==> config.mk <==
export PLATFORM = sky130hd
export DESIGN_NAME = axi_wr_burst_sequencer
export DESIGN_NICKNAME = d
export VERILOG_FILES = /design/src/rtl/axi_vdma_pkg.sv /design/src/rtl/burst_len_calc.sv /design/src/rtl/axi_wr_burst_sequencer.sv
export SDC_FILE = /design/constraint.sdc
export NUM_CORES = 1
export LEC_CHECK = 0
export CAP_MARGIN = 5
export CORE_MARGIN = 2
export CORE_UTILIZATION = 40
export DETAILED_ROUTE_END_ITERATION = 16
export DONT_BUFFER_PORTS = 1
export PLACE_DENSITY = 0.55
export SYNTH_ARGS = -nofsm -noshare
export SYNTH_HDL_FRONTEND = slang
export SYNTH_SLANG_ARGS = --single-unit
==> constraint.sdc <==
create_clock -name axi_aclk -period 7.15 [get_ports axi_aclk]
set_input_delay 0.715 -clock axi_aclk [delete_from_list [all_inputs] [get_ports axi_aclk]]
set_output_delay 0.715 -clock axi_aclk [all_outputs]
set_load 0.05 [all_outputs]
==> src/rtl/axi_vdma_pkg.sv <==
// Shared types and constants for the AXI write burst sequencer.
// Latency: n/a (declarations only).
// Backpressure: n/a.
package axi_vdma_pkg;

  // Sequencer control states
  typedef enum logic [2:0] {
    ST_IDLE      = 3'd0,
    ST_CALC      = 3'd1,
    ST_REQ       = 3'd2,
    ST_WAIT_DONE = 3'd3,
    ST_FIN       = 3'd4
  } state_e;

  // AXI bursts must never straddle a 4 KB page
  localparam logic [12:0] BOUNDARY_4K = 13'h1000;

endpackage

==> src/rtl/burst_len_calc.sv <==
// Burst length = min(remaining beats, MAX_BURST, beats left before the next 4 KB page).
// Latency: combinational; the parent registers the result.
// Backpressure: none (pure function of its inputs).
module burst_len_calc
  import axi_vdma_pkg::*;
#(
  parameter int TSIZE      = 24,
  parameter int LSIZE      = 10,
  parameter int MAX_BURST  = 256,
  parameter int BEAT_BYTES = 32
) (
  input  logic [TSIZE-1:0] remaining,
  input  logic [11:0]      addr_lo,
  output logic [LSIZE-1:0] len
);

  localparam int OFF_W = $clog2(BEAT_BYTES);

  logic [12:0]      bytes_to_4k;
  logic [12:0]      beats_to_4k;
  logic [TSIZE-1:0] cap;

  // addr_lo is beat aligned, so the page remainder divides evenly into beats
  always_comb begin
    bytes_to_4k = BOUNDARY_4K - {1'b0, addr_lo};
    beats_to_4k = bytes_to_4k >> OFF_W;
    cap         = TSIZE'(MAX_BURST);
    if (TSIZE'(beats_to_4k) < cap) cap = TSIZE'(beats_to_4k);
    if (remaining < cap)           cap = remaining;
    len = LSIZE'(cap);
  end

endmodule

==> src/rtl/axi_wr_burst_sequencer.sv <==
// Splits a write transfer into AXI bursts (<= MAX_BURST beats, never crossing 4 KB).
// Latency: start -> first write_req 2 cycles; req_done -> next write_req 2 cycles.
// Backpressure: write_req held until req_resp; next burst waits for req_done.
module axi_wr_burst_sequencer
  import axi_vdma_pkg::*;
#(
  parameter int ASIZE      = 32,
  parameter int LSIZE      = 10,
  parameter int TSIZE      = 24,
  parameter int MAX_BURST  = 256,
  parameter int BEAT_BYTES = 32
) (
  input  logic             axi_aclk,
  input  logic             axi_resetn,
  input  logic             start,
  input  logic [ASIZE-1:0] xfer_addr,
  input  logic [TSIZE-1:0] xfer_beats,
  output logic             busy,
  output logic             xfer_done,
  output logic [15:0]      burst_cnt,
  output logic             write_req,
  output logic [LSIZE-1:0] req_len,
  output logic [ASIZE-1:0] req_addr,
  input  logic             req_resp,
  input  logic             req_done
);

  localparam int OFF_W = $clog2(BEAT_BYTES);

  state_e           state_q, state_d;
  logic [ASIZE-1:0] addr_q, addr_d;
  logic [TSIZE-1:0] rem_q, rem_d;
  logic [ASIZE-1:0] req_addr_q, req_addr_d;
  logic [LSIZE-1:0] req_len_q, req_len_d;
  logic [15:0]      burst_cnt_q, burst_cnt_d;
  logic [LSIZE-1:0] calc_len;
  logic [TSIZE-1:0] rem_after;
  logic             burst_fin;

  burst_len_calc #(
    .TSIZE     (TSIZE),
    .LSIZE     (LSIZE),
    .MAX_BURST (MAX_BURST),
    .BEAT_BYTES(BEAT_BYTES)
  ) u_len_calc (
    .remaining(rem_q),
    .addr_lo  (addr_q[11:0]),
    .len      (calc_len)
  );

  // A done seen while still requesting implies the core already took the request
  assign burst_fin = req_done && ((state_q == ST_REQ) || (state_q == ST_WAIT_DONE));
  assign rem_after = rem_q - TSIZE'(req_len_q);

  // Next-state and datapath updates; req_len/req_addr only change in CALC
  always_comb begin
    state_d     = state_q;
    addr_d      = addr_q;
    rem_d       = rem_q;
    req_addr_d  = req_addr_q;
    req_len_d   = req_len_q;
    burst_cnt_d = burst_cnt_q;
    case (state_q)
      ST_IDLE: begin
        if (start) begin
          addr_d      = xfer_addr & ~ASIZE'(BEAT_BYTES - 1);
          rem_d       = xfer_beats;
          burst_cnt_d = 16'd0;
          state_d     = (xfer_beats == '0) ? ST_FIN : ST_CALC;
        end
      end
      ST_CALC: begin
        req_len_d  = calc_len;
        req_addr_d = addr_q;
        state_d    = ST_REQ;
      end
      ST_REQ: begin
        if (req_resp) state_d = ST_WAIT_DONE;
      end
      ST_WAIT_DONE: begin
        state_d = ST_WAIT_DONE;
      end
      ST_FIN: begin
        state_d = ST_IDLE;
      end
      default: begin
        state_d = ST_IDLE;
      end
    endcase
    if (burst_fin) begin
      addr_d      = addr_q + (ASIZE'(req_len_q) << OFF_W);
      rem_d       = rem_after;
      burst_cnt_d = (burst_cnt_q == 16'hFFFF) ? burst_cnt_q : burst_cnt_q + 16'd1;
      state_d     = (rem_after == '0) ? ST_FIN : ST_CALC;
    end
  end

  // State registers with synchronous active-low reset
  always_ff @(posedge axi_aclk) begin
    if (!axi_resetn) begin
      state_q     <= ST_IDLE;
      addr_q      <= '0;
      rem_q       <= '0;
      req_addr_q  <= '0;
      req_len_q   <= '0;
      burst_cnt_q <= '0;
    end else begin
      state_q     <= state_d;
      addr_q      <= addr_d;
      rem_q       <= rem_d;
      req_addr_q  <= req_addr_d;
      req_len_q   <= req_len_d;
      burst_cnt_q <= burst_cnt_d;
    end
  end

  assign busy      = (state_q == ST_CALC) || (state_q == ST_REQ) || (state_q == ST_WAIT_DONE);
  assign xfer_done = (state_q == ST_FIN);
  assign write_req = (state_q == ST_REQ);
  assign req_len   = req_len_q;
  assign req_addr  = req_addr_q;
  assign burst_cnt = burst_cnt_q;

endmodule
# == After elaboration in Yosys (flattened, before gate mapping) ==
# Index checks and enable logic that the tools add are counted.
# op_classes
add_sub_neg,4
order_cmp,2
eq_ne,8
mux,18
reduce_logical,12
# ops
cell,n
$mux W32,3
$mux W24,3
$mux W16,4
$logic_not A24 Y1,2
$add A32 B15 Y32,1
$lt A24 B9 Y1,1
$sub A24 B10 Y24,1
$add A16 B1 Y16 const B,1
$eq A16 B16 Y1 const B,1
$mux W3,5
$sub A13 B12 Y13 const A,1
$pmux W3 S4,1
$mux W10,1
$lt A8 B9 Y1 const B,1
$mux W9,1
$eq A3 B2 Y1 const B,2
$reduce_and A2 Y1,2
$reduce_bool A2 Y1,2
$eq A3 B1 Y1 const B,1
$eq A3 B3 Y1 const B,1
$logic_not A3 Y1,1
$logic_or A1 B1 Y1,3
$ne A3 B1 Y1 const B,1
$ne A3 B3 Y1 const B,1
3 further kinds,3
# word_totals
reg_bits,117
output_inout_bits,61

# == Logic depth before layout (Yosys ltp) ==
# Gate-level depths: netlist (run 1).
# depth
word_depth,5
depth_mapped,12

# == Cells and area by module ==
# From an unflattened synthesis (run 1), not the netlist that was laid out.
# hier_totals
cells_unflattened,891
area_unflattened_um2,6807.8
# by_module_without_submodules
module,instances,cells_per_inst,area_per_inst_um2
axi_wr_burst_sequencer,1,833,6351.1
burst_len_calc,1,58,456.7

# == Worst setup path before layout (run 1) ==
# Ideal clock, no wire load.
# synth_timing
kind,reg2reg
start,register req_len_q[1] (netlist: req_len[1])
end,register state_q[0]
setup_time_ns,0.131
arrival_ns,3.234
required_ns,7.019
setup_slack_ns,3.785
path_stages_with_launch,11
path_buffers,0
path_cell_list,dfxtp_1 > inv_1 > ha_1 > nand2b_1 > a211oi_1 > o22ai_1 > o21ai_1 > mux2_1 > or4_1 > or4_1 > nor4b_1
# synth_via
elab_chain_len,4
# synth_lines
item,line,text
"start, declared",axi_wr_burst_sequencer.sv:34,"logic [LSIZE-1:0] req_len_q, req_len_d;"
"start signal, assigned",axi_wr_burst_sequencer.sv:112,req_len_q <= req_len_d;
$sub A24 B10 Y24,axi_wr_burst_sequencer.sv:53,assign rem_after = rem_q - TSIZE'(req_len_q);
$logic_not A24 Y1,axi_wr_burst_sequencer.sv:94,state_d = (rem_after == '0) ? ST_FIN : ST_CALC;
$mux W3,axi_wr_burst_sequencer.sv:94,
$mux W3,axi_wr_burst_sequencer.sv:90,if (burst_fin) begin
"end signal, assigned",axi_wr_burst_sequencer.sv:108,state_q <= state_d;
"end, declared",axi_wr_burst_sequencer.sv:30,"state_e state_q, state_d;"
# Every way passes these cells.
# A chain may end at the register's enable or synchronous reset.

# == Final worst setup path (run 1) ==
# Ends and elaborated chain as after synthesis.

==> results of run 1 <==
[logic make-up (layout without fill, tap and decap cells)]
| kind of cell | after synthesis | after routing | share of synthesized area |
|---|---|---|---|
| buffers and inverters | 77 | 51 | 0.05098 |
| muxes | 10 | 10 | 0.01713 |
| AOI/OAI and AO/OA | 241 | 241 | 0.2422 |
| other | 1 | 5 | 0.0006039 |
| adders and majority gates | 32 | 32 | 0.06690 |
| DFF | 107 | 107 | 0.3450 |
| xor gates and xnor gates | 34 | 34 | 0.04796 |
| and+or+nand+nor | 302 | 302 | 0.2293 |
[layout make-up]
type / instances / area [um^2]
Clock buffer: 11 / 242.7
Clock inverter: 5 / 61.31
Fill cell: 1548 / 8591
Inverter: 30 / 112.6
Multi-Input combinational cell: 624 / 3780
Sequential cell: 107 / 2142
Tap cell: 188 / 235.2
Timing Repair Buffer: 5 / 37.54
[worst max-delay path, cell delays in order, from the launching register on]
cell and delay (ns):
dfxtp_1 0.76, inv_1 0.26, ha_1 0.35, nand2b_1 0.08
a211oi_1 0.32, o22ai_1 0.23, o21ai_1 0.26, mux2_1 0.37
or4_1 0.46, or4_1 0.63, nor4b_1 0.19
[path summary, 6_finish.rpt]
check / start / to / slack (ns) / depth (start not counted)
max: req_len[1] / state_q[0] / 3.11 / 10
min: req_done / state_q[1] / 0.48 / 1
max reg2reg: req_len[1] / state_q[0] / 3.11 / 10
min reg2reg: addr_q[31] / req_addr[31] / 0.49 / 2
[placed cells by master, fill, tap and decap left out, types with 8 or more instances in the layout]
| cell type | instances |
|---|---|
| nand4_1 | 9 |
| ha_1 | 30 |
| clkbuf_16 | 9 |
| xnor2_1 | 13 |
| a221oi_1 | 9 |
| o211ai_1 | 9 |
| nor4_1 | 11 |
| xor2_1 | 21 |
| dfxtp_1 | 107 |
| nand2_1 | 114 |
| nor3_1 | 19 |
| or3_1 | 11 |
| inv_1 | 29 |
| o21a_1 | 11 |
| o21ai_0 | 37 |
| a21oi_1 | 102 |
| nor2_1 | 77 |
| nand3_1 | 17 |
| a22oi_1 | 14 |
| mux2i_1 | 8 |
[power by group through the flow]
stage / sequential (mW) / clock [mW] / combinational (mW)
final: 0.751 / 0.522 / 0.579
after global placement: 0.762 / 0 / 0.564
after floorplan: 0.739 / 0 / 0.463
after CTS: 0.749 / 0.534 / 0.575
after detailed placement: 0.764 / 0 / 0.571
after global routing: 0.759 / 0.556 / 0.648
[state kept, by name, indices dropped and copies added, names as in the netlist]
name	count
burst_cnt	16
addr_q	27
req_addr	27
state_q	3
req_len	10
rem_q	24
[per-layer routing]
metal / wire length (um) / global-route usage
met1: 8407 / 0.2906
met2: 8598 / 0.3655
met3: 1134 / 0.04283
met4: 467 / 0.09015
met5: 0 / 0
==> metrics.md, run 1 <==
| Metric | Value |
|---|---|
| Status | `complete, no violations` |
| Commonest cells post-synth | `114 x nand2_1, 107 x dfxtp_1, 102 x a21oi_1` |
| WL final | `18610 um` |
| Clock skew | `0.01108 ns` |
| Chip Height | `128.6 um` |
| Post-synth top area share | `0.3450` |
| Hold Worst Slack | `0.4804 ns` |
| Power Dens Cells | `280.2 nW/um^2` |
| H-tree Lvls | `3` |
| # diodes | `0` |
| Max IR drop VDD | `0.0001265 V` |
| DP HPWL | `13190 um` |
| Commonest register cell after synthesis | `dfxtp_1` |
| Die area | `16540 um^2` |
| Wirelength per Cell | `19.18 um` |
| CP endpoint kind | `flip-flop` |
| DRC Markers | `0` |
| Relative slew slack | `0.2765` |
| Critical-path maximum fanout | `5` |
| Clk buf depth | `2` |
| Top cells by area, synth | `dfxtp_1 34%, a21oi_1 8.2%, nand2_1 6.9%` |
| Fmax | `247.7 MHz` |
| Core Area | `15200 um^2` |
| EDFF count, synth | `0` |
| Cells after DPL | `954` |
| First-pass DRT Iterations | `5` |
| Die Wd | `128.6 um` |
| Minimum clock period | `4.036 ns` |
| Switch share | `0.3803` |
| Final Hold Vio Count | `0` |
| Slew @ Worst Pin | `1.085 ns` |
| Syn avg cell area | `7.724 um^2` |
| Largest net degree at the start of global routing | `80` |
| TritonCTS clock tree | `yes` |
| Hold Path Class | `input port to flip-flop` |
| Total gr overflow | `0` |
| Clk_lat worst skew | `0.36 ns` |
| Setup bufs post-CTS | `0` |
| P_leak | `2.408 nW` |
| Async set-reset flop share out of synthesis | `0` |
| Number of port buffers | `0` |
| Worst path required time | `7.38 ns` |
| Maxcap violations | `0` |
| ANT nets after route | `0` |
| Overall power | `1.853 mW` |
| CP Class | `flip-flop to flip-flop` |
| Ys Warns | `0` |
| Post-Place Setup Slack | `3.202 ns` |
| Sequential area share after synthesis | `0.3450` |
| Fin crit share | `0.5645` |
| Hold_buf cts | `0` |
| Net count, final | `870` |
| Cell row count | `45` |
| Combinational fraction of design power | `0.313` |
| Switch Pwr | `0.7047 mW` |
| Clk root buf | `clkbuf_16` |
| Placed inst area | `6307 um^2` |
| Initial core utilization | `0.4085` |
| Antenna violations before repair | `0` |
| All-Layer GR Usage | `0.2232` |
| First-pass GRT wire length | `28950 um` |
| Finished Core Util | `0.4349` |
| Num CTS Buffers | `9` |
| Internal Power | `1.148 mW` |
| #FFs+latches synth | `107` |
| PostCTS Resize Cnt | `0` |
| # IOs | `122` |
| Crit path launch type | `flip-flop` |
| Layout area overhead | `6.468%` |
| RSZ-0062 raised after global routing | `no` |
| Slew Limit Fails | `0` |
| Vias in the first global route | `5505` |
| Seq pwr share | `0.405` |
| RePlAce Congestion | `0.9570` |
| CTS sink cnt | `between 100 and 150` |
| Cell taking the most area after synthesis | `dfxtp_1` |
| Post-Syn Area | `6210 um^2` |
| Final worst setup slack | `3.114 ns` |
| Sum Neg Setup Slack | `0 ns` |
| Post-Layout Cell Count | `970` |
| Most common cell in the netlist | `nand2_1` |
| Vias | `5789` |
| Design area | `6611 um^2` |
| Clock slew at reported path FFs | `0.07 ns` |
| DRT iter0 DRCs | `352` |
| Synth cell types | `73` |
| Share of cells above drive strength 1 | `0.05115` |
| Clock power frac | `0.282` |
| Mapped Cells | `804` |
| Finish-stage setup viols | `0` |
| Vias per cell | `between 5 and 6` |
| Crit path DAT | `between 4 and 5 ns` |
Power figures use the tool's default switching activity.
==> inputs of run 2 (changes only) <==
Clock period 7.15 ns to 3.9 ns, I/O delays scaled along.
==> metrics.md, run 2 (synthesized netlist as in run 1, its figures left out) <==
| Metric | Value |
|---|---|
| Antenna violations before repair | `0` |
| Clock power frac | `0.274` |
| Number of port buffers | `0` |
| Internal Power | `2.124 mW` |
| Initial core utilization | `0.4085` |
| Switch Pwr | `1.288 mW` |
| Critical-path top delay cell | `or4_1` |
| WL final | `roughly 19000 um` |
| Clock slew at reported path FFs | `about 0.07 ns` |
| P_leak | `about 2.5 nW` |
| DP HPWL | `13860 um` |
| Die area | `16540 um^2` |
| CP Class | `flip-flop to flip-flop` |
| Crit path launch type | `flip-flop` |
| Status | `complete, no violations` |
| CTS sink cnt | `107` |
| Sum Neg Setup Slack | `0 ns` |
| Wirelength per Cell | `around 19 um` |
| Crit-path cells | `inv_1, ha_1, and4_1, o211ai_1, a21oi_1, nor4_1, xor2_1, or4_1, or4_1, nor4b_1` |
| ANT nets after route | `0` |
| Slowest cell delay on critical path | `0.61 ns` |
| All-Layer GR Usage | `0.2287` |
| Seq pwr share | `0.388` |
| # IOs | `122` |
| Most frequent cells in the layout | `114 x nand2_1, 107 x dfxtp_1, 102 x a21oi_1` |
| Layout area overhead | `8.402%` |
| Final Hold Vio Count | `0` |
| Clk_lat worst skew | `0.35 ns` |
| Most used cell along the critical path | `or4_1` |
| Cell row count | `45` |
| Vias | `5885` |
| # diodes | `0` |
| Die Wd | `128.6 um` |
| H-tree Lvls | `3` |
| TritonCTS clock tree | `yes` |
| Slew @ Worst Pin | `1.050 ns` |
| PostCTS Resize Cnt | `0` |
| Cells after DPL | `971` |
| Crit path DAT | `between 3 and 4 ns` |
| Relative slew slack | `0.2991` |
| Maxcap violations | `0` |
| Core Area | `15200 um^2` |
| Setup bufs post-CTS | `0` |
| Share of cells above drive strength 1 | `0.07009` |
| Worst r2r path cells | `10` |
| DRC Markers | `0` |
| Fillers | `1545` |
| Net count, final | `about 890` |
| Worst path required time | `around 4.1 ns` |
| Post-Layout Cell Count | `987` |
| Hold_buf cts | `0` |
| Chip Height | `128.6 um` |
| Switch share | `0.3774` |
| Slew Limit Fails | `0` |
| DRT iter0 DRCs | `349` |
| RSZ-0062 raised after global routing | `no` |
| Power Dens Cells | `506.8 nW/um^2` |
| Critical-path maximum fanout | `8` |
| Hold depth | `1` |
| Combinational fraction of design power | `0.339` |
| Hold Path Class | `input port to flip-flop` |
| Clk buf depth | `2` |
| Finished Core Util | `0.4428` |
| Clk root buf | `clkbuf_16` |
| Total gr overflow | `0` |
| Vias in the first global route | `5647` |
| Commonest non-fill, non-tap cell in the layout | `nand2_1` |
| Max IR drop VDD | `0.0002230 V` |
| Largest net degree at the start of global routing | `59` |
| First-pass DRT Iterations | `5` |
| Num CTS Buffers | `9` |
| Vias per cell | `5.963` |
| First-pass GRT wire length | `between 20000 and 30000 um` |
| Fmax | `294.5 MHz` |
| Minimum clock period | `around 3.4 ns` |
| Fin crit share | `0.8706` |
| RePlAce Congestion | `0.9426` |
| Finish-stage setup viols | `0` |
| Clock skew | `~0.0094 ns` |
| CP endpoint kind | `flip-flop` |
| Overall power | `roughly 3.4 mW` |
run 2: cell types whose count changed in the layout (fill, tap and decap cells not counted):
cell	previous run	this run
buf_4	5	22
clkbuf_1	1	2
clkinv_2	0	1
clkinvlp_4	3	2
inv_6	1	0
run 2: worst paths after layout:
kind	start	to	slack (ns)
hold reg to reg	addr_q[31]	req_addr[31]	0.48
setup / recovery	req_len[9]	state_q[0]	0.50
hold / removal	req_done	state_q[1]	0.15
setup reg to reg	req_len[9]	state_q[0]	0.50
run 2: power by group through the flow:
stage,Clock (mW),Sequential (mW),Combinational [mW]
2_1_floorplan,0,1.36,0.849
3_3_place_gp,0,1.34,1.12
3_5_place_dp,0,1.34,1.14
4_1_cts,0.952,1.32,1.15
5_1_grt,0.994,1.33,1.28
6_report,0.933,1.32,1.16
run 2: routing by layer:
layer  vias to the layer above  part of all wire  GRT usage
li1                       2869                 -          -
met1                      2786              0.45     0.3023
met2                       192              0.45     0.3617
met3                        38             0.066    0.05156
met4                         0             0.029    0.09527
met5                         -                 0          0
run 2: through the flow:
stage / setup WS, ns / hold slack, ns / instance area, um^2
after detailed placement: 0.5264 / 0.4652 / 6435
after CTS: 0.5088 / 0.1419 / 6731
after global placement: 0.6238 / 0.4627 / 6435
final: 0.5047 / 0.1549 / 6731
after floorplan: 0.5348 / 0.4419 / 6225
after global routing: 0.2271 / 0.1443 / 6731
run 2: cell type report:
type	instances	area (um^2)	area share
Sequential cell	107	2142	0.3182
Timing Repair Buffer	22	165.2	0.02454
Tap cell	188	235.2	0.03494
Multi-Input combinational cell	624	3780	0.5615
Clock buffer	12	246.5	0.03662
Clock inverter	4	50.05	0.007435
Inverter	30	112.6	0.01673
run 2: worst max-delay path: cells and delay by family (launching register included):
| kind | cells | cell delay (ns) |
|---|---|---|
| flip-flops | 1 | 0.34 |
| AO/OA/AOI/OAI | 2 | 0.24 |
| XOR/XNOR | 1 | 0.13 |
| adder cells (fa/ha/maj) | 1 | 0.41 |
| AND/OR/NAND/NOR | 5 | 2.07 |
| buffers and inverters | 1 | 0.06 |
==> inputs of run 3 (changes only) <==
Settings changed: ABC_AREA set to 1, PLACE_DENSITY 0.55 to 0.57.
Clock period 3.9 ns to 2.8 ns, I/O delays scaled along.
==> metrics.md, run 3 <==
| Metric | Value |
|---|---|
| Status | `complete, no violations` |
| All-Layer GR Usage | `0.2277` |
| Core Area | `about 16000 um^2` |
| Die area | `17780 um^2` |
| DRT iter0 DRCs | `397` |
| Synth cell types | `50` |
| Ys Warns | `0` |
| Post-Layout Cell Count | `approximately 1.3k` |
| DRC Markers | `0` |
| Total gr overflow | `0` |
| H-tree Lvls | `3` |
| Syn avg cell area | `about 6.5 um^2` |
| First-pass DRT Iterations | `5` |
| Largest net degree at the start of global routing | `54` |
| CP Class | `flip-flop to flip-flop` |
| Final Hold Vio Count | `0` |
| P_leak | `between 3 and 4 nW` |
| Layout area overhead | `11.46%` |
| Most frequent cells in the layout | `282 x nand2_1, 107 x dfxtp_1, 103 x a21oi_1` |
| R2R Path Start | `addr_q[5]` |
| Antenna violations before repair | `0` |
| First-pass GRT wire length | `32050 um` |
| Switch Pwr | `3.885 mW` |
| Vias in the first global route | `6083` |
| Async set-reset flop share out of synthesis | `0` |
| Top cells by area, synth | `dfxtp_1 32%, nand2_1 16%, a21oi_1 7.7%` |
| Chip Height | `133.4 um` |
| Maxcap violations | `0` |
| Critical path launch point | `addr_q[5]` |
| TritonCTS clock tree | `yes` |
| Hold wc startpoint | `axi_resetn` |
| Clk buf depth | `2` |
| Finish-stage setup viols | `0` |
| CP endpoint kind | `flip-flop` |
| Overall power | `between 7 and 8 mW` |
| Commonest cells post-synth | `282 x nand2_1, 107 x dfxtp_1, 104 x inv_1` |
| Crit path launch type | `flip-flop` |
| Hold_buf cts | `0` |
| Crit-path cells | `nor3_2, nand3b_1, or3_1, ha_1, nor3_1, nand4_1, nor3_1, nand2_1, buf_4, a21oi_1, o21ai_0, a21oi_1` |
| Power Dens Cells | `1020 nW/um^2` |
| RePlAce Congestion | `0.9116` |
| Critical-path maximum fanout | `16` |
| # diodes | `0` |
| Post-synth top area share | `0.3201` |
| Wirelength per Cell | `15.64 um` |
| Minimum clock period | `2.594 ns` |
| Sequential area share after synthesis | `0.3201` |
| Hold Worst Slack | `roughly 0.036 ns` |
| Share of cells above drive strength 1 | `0.08095` |
| Internal Power | `roughly 3.7 mW` |
| Most common cell in the netlist | `nand2_1` |
| Crit path DAT | `2.88 ns` |
| CTS sink cnt | `about 110` |
| Switch share | `0.5106` |
| Fin crit share | `0.9265` |
| Slowest cell delay on critical path | `0.37 ns` |
| Slew Limit Fails | `0` |
| Clk_lat worst skew | `between 0.3 and 0.4 ns` |
| EDFF count, synth | `0` |
| Vias per cell | `between 5 and 6` |
| Max IR drop VDD | `between 0.0004 and 0.0005 V` |
| Clock skew | `0.01030 ns` |
| Commonest register cell after synthesis | `dfxtp_1` |
| Initial core utilization | `0.4065` |
| Fmax | `385.5 MHz` |
| RSZ-0062 raised after global routing | `yes` |
| ANT nets after route | `0` |
| Number of port buffers | `0` |
| Hold Path Class | `input port to flip-flop` |
| WL final | `a little under 20000 um` |
| # IOs | `122` |
| Clock power frac | `0.163` |
| #FFs+latches synth | `107` |
| Die Wd | `133.4 um` |
| Vias | `6627` |
| Combinational fraction of design power | `0.523` |
| Final worst setup slack | `0.2059 ns` |
| Seq pwr share | `0.314` |
| Cells after DPL | `1253` |
| Num CTS Buffers | `9` |
| Clock slew at reported path FFs | `0.07 ns` |
| Worst path required time | `3.09 ns` |
| Post-Place Setup Slack | `0.1244 ns` |
| Critical-path top delay cell | `or3_1` |
| Cell taking the most area after synthesis | `dfxtp_1` |
| Net count, final | `1138` |
| Clk root buf | `clkbuf_16` |
| DP HPWL | `14990 um` |
| Relative slew slack | `0.4108` |
| Post-Syn Area | `6693 um^2` |
| Commonest non-fill, non-tap cell in the layout | `nand2_1` |
| Mapped Cells | `1024` |
| Slew @ Worst Pin | `0.8805 ns` |
| Cell row count | `47` |
==> run 3: changes by cell type after synthesis, sizes merged, moves of 11 or more <==
cell	before	now
nand2	114	286
inv	29	110
nand3	18	54
o21ai	42	71
a31oi	5	22
nor3	19	36
or3	14	1
a22oi	14	2
o21bai	1	12
==> run 3: cell families after synthesis <==
| kind of cell | synth area share |
|---|---|
| other cells | 0.0005603 |
| xor+xnor | 0.03403 |
| flops | 0.3201 |
| compound gates | 0.1914 |
| buf+inv | 0.08824 |
| simple gates | 0.3036 |
| fa+ha+maj | 0.06207 |
==> run 3: through the flow <==
| stage | setup TNS, ns | util | instance area, um^2 |
|---|---|---|---|
| final | 0 | 0.4530 | 7460 |
| after CTS | 0 | 0.4517 | 7437 |
| after floorplan | 0 | - | 6708 |
| after detailed placement | 0 | 0.4350 | 7162 |
| after global placement | 0 | 0.4350 | 7162 |
| after global routing | -0.1370 | 0.4530 | 7460 |
==> run 3: metal layers <==
metal / track usage / vias up / wire length, um / part of all wire
li1: - / 3442 / - / -
met3: 0.06050 / 22 / 1331 / 0.067
met2: 0.3611 / 171 / 9025 / 0.45
met1: 0.3029 / 2992 / 9161 / 0.46
met4: 0.07151 / 0 / 337 / 0.017
met5: 0 / - / 0 / 0
==> run 3: power by group through the flow <==
| stage | Combinational [mW] | Clock [mW] | Sequential, mW |
|---|---|---|---|
| 6_report | 3.98 | 1.24 | 2.39 |
| 5_1_grt | 4.54 | 1.33 | 2.44 |
| 4_1_cts | 3.95 | 1.28 | 2.39 |
| 3_5_place_dp | 3.93 | 0 | 2.42 |
| 3_3_place_gp | 3.92 | 0 | 2.43 |
| 2_1_floorplan | 2.90 | 0 | 2.46 |
==> run 3: cell type report <==
cell class | instances | area (um^2)
clock buffer | 10 | 229.0
clock inverter | 6 | 46.29
fill | 1768 | 9006
inverter | 111 | 419.2
multi-input combinational | 770 | 3990
sequential | 107 | 2142
tap | 220 | 275.3
timing repair buffer | 46 | 357.8
==> run 3: timing repair <==
action | CTS | global route
setup endpoints to repair | 0 | 11
resized for setup | 0 | 4
setup buffers | 0 | 1
==> run 3: final timing paths <==
path / endpoint / slack, ns / cells past startpoint
worst max-delay path: req_len[0] / 0.21 / 12
worst min-delay path: state_q[2] / 0.04 / 2
worst max register to register: req_len[0] / 0.21 / 12
worst min register to register: addr_q[21] / 0.48 / 2
==> run 3: worst max-delay path: cells and delay by family, from the launching register on <==
family,cells,cell delay [ns]
AO/OA/AOI/OAI,3,0.34
adder cells (fa/ha/maj),1,0.20
AND/OR/NAND/NOR,7,1.43
buffers and inverters,1,0.19
flip-flops,1,0.36
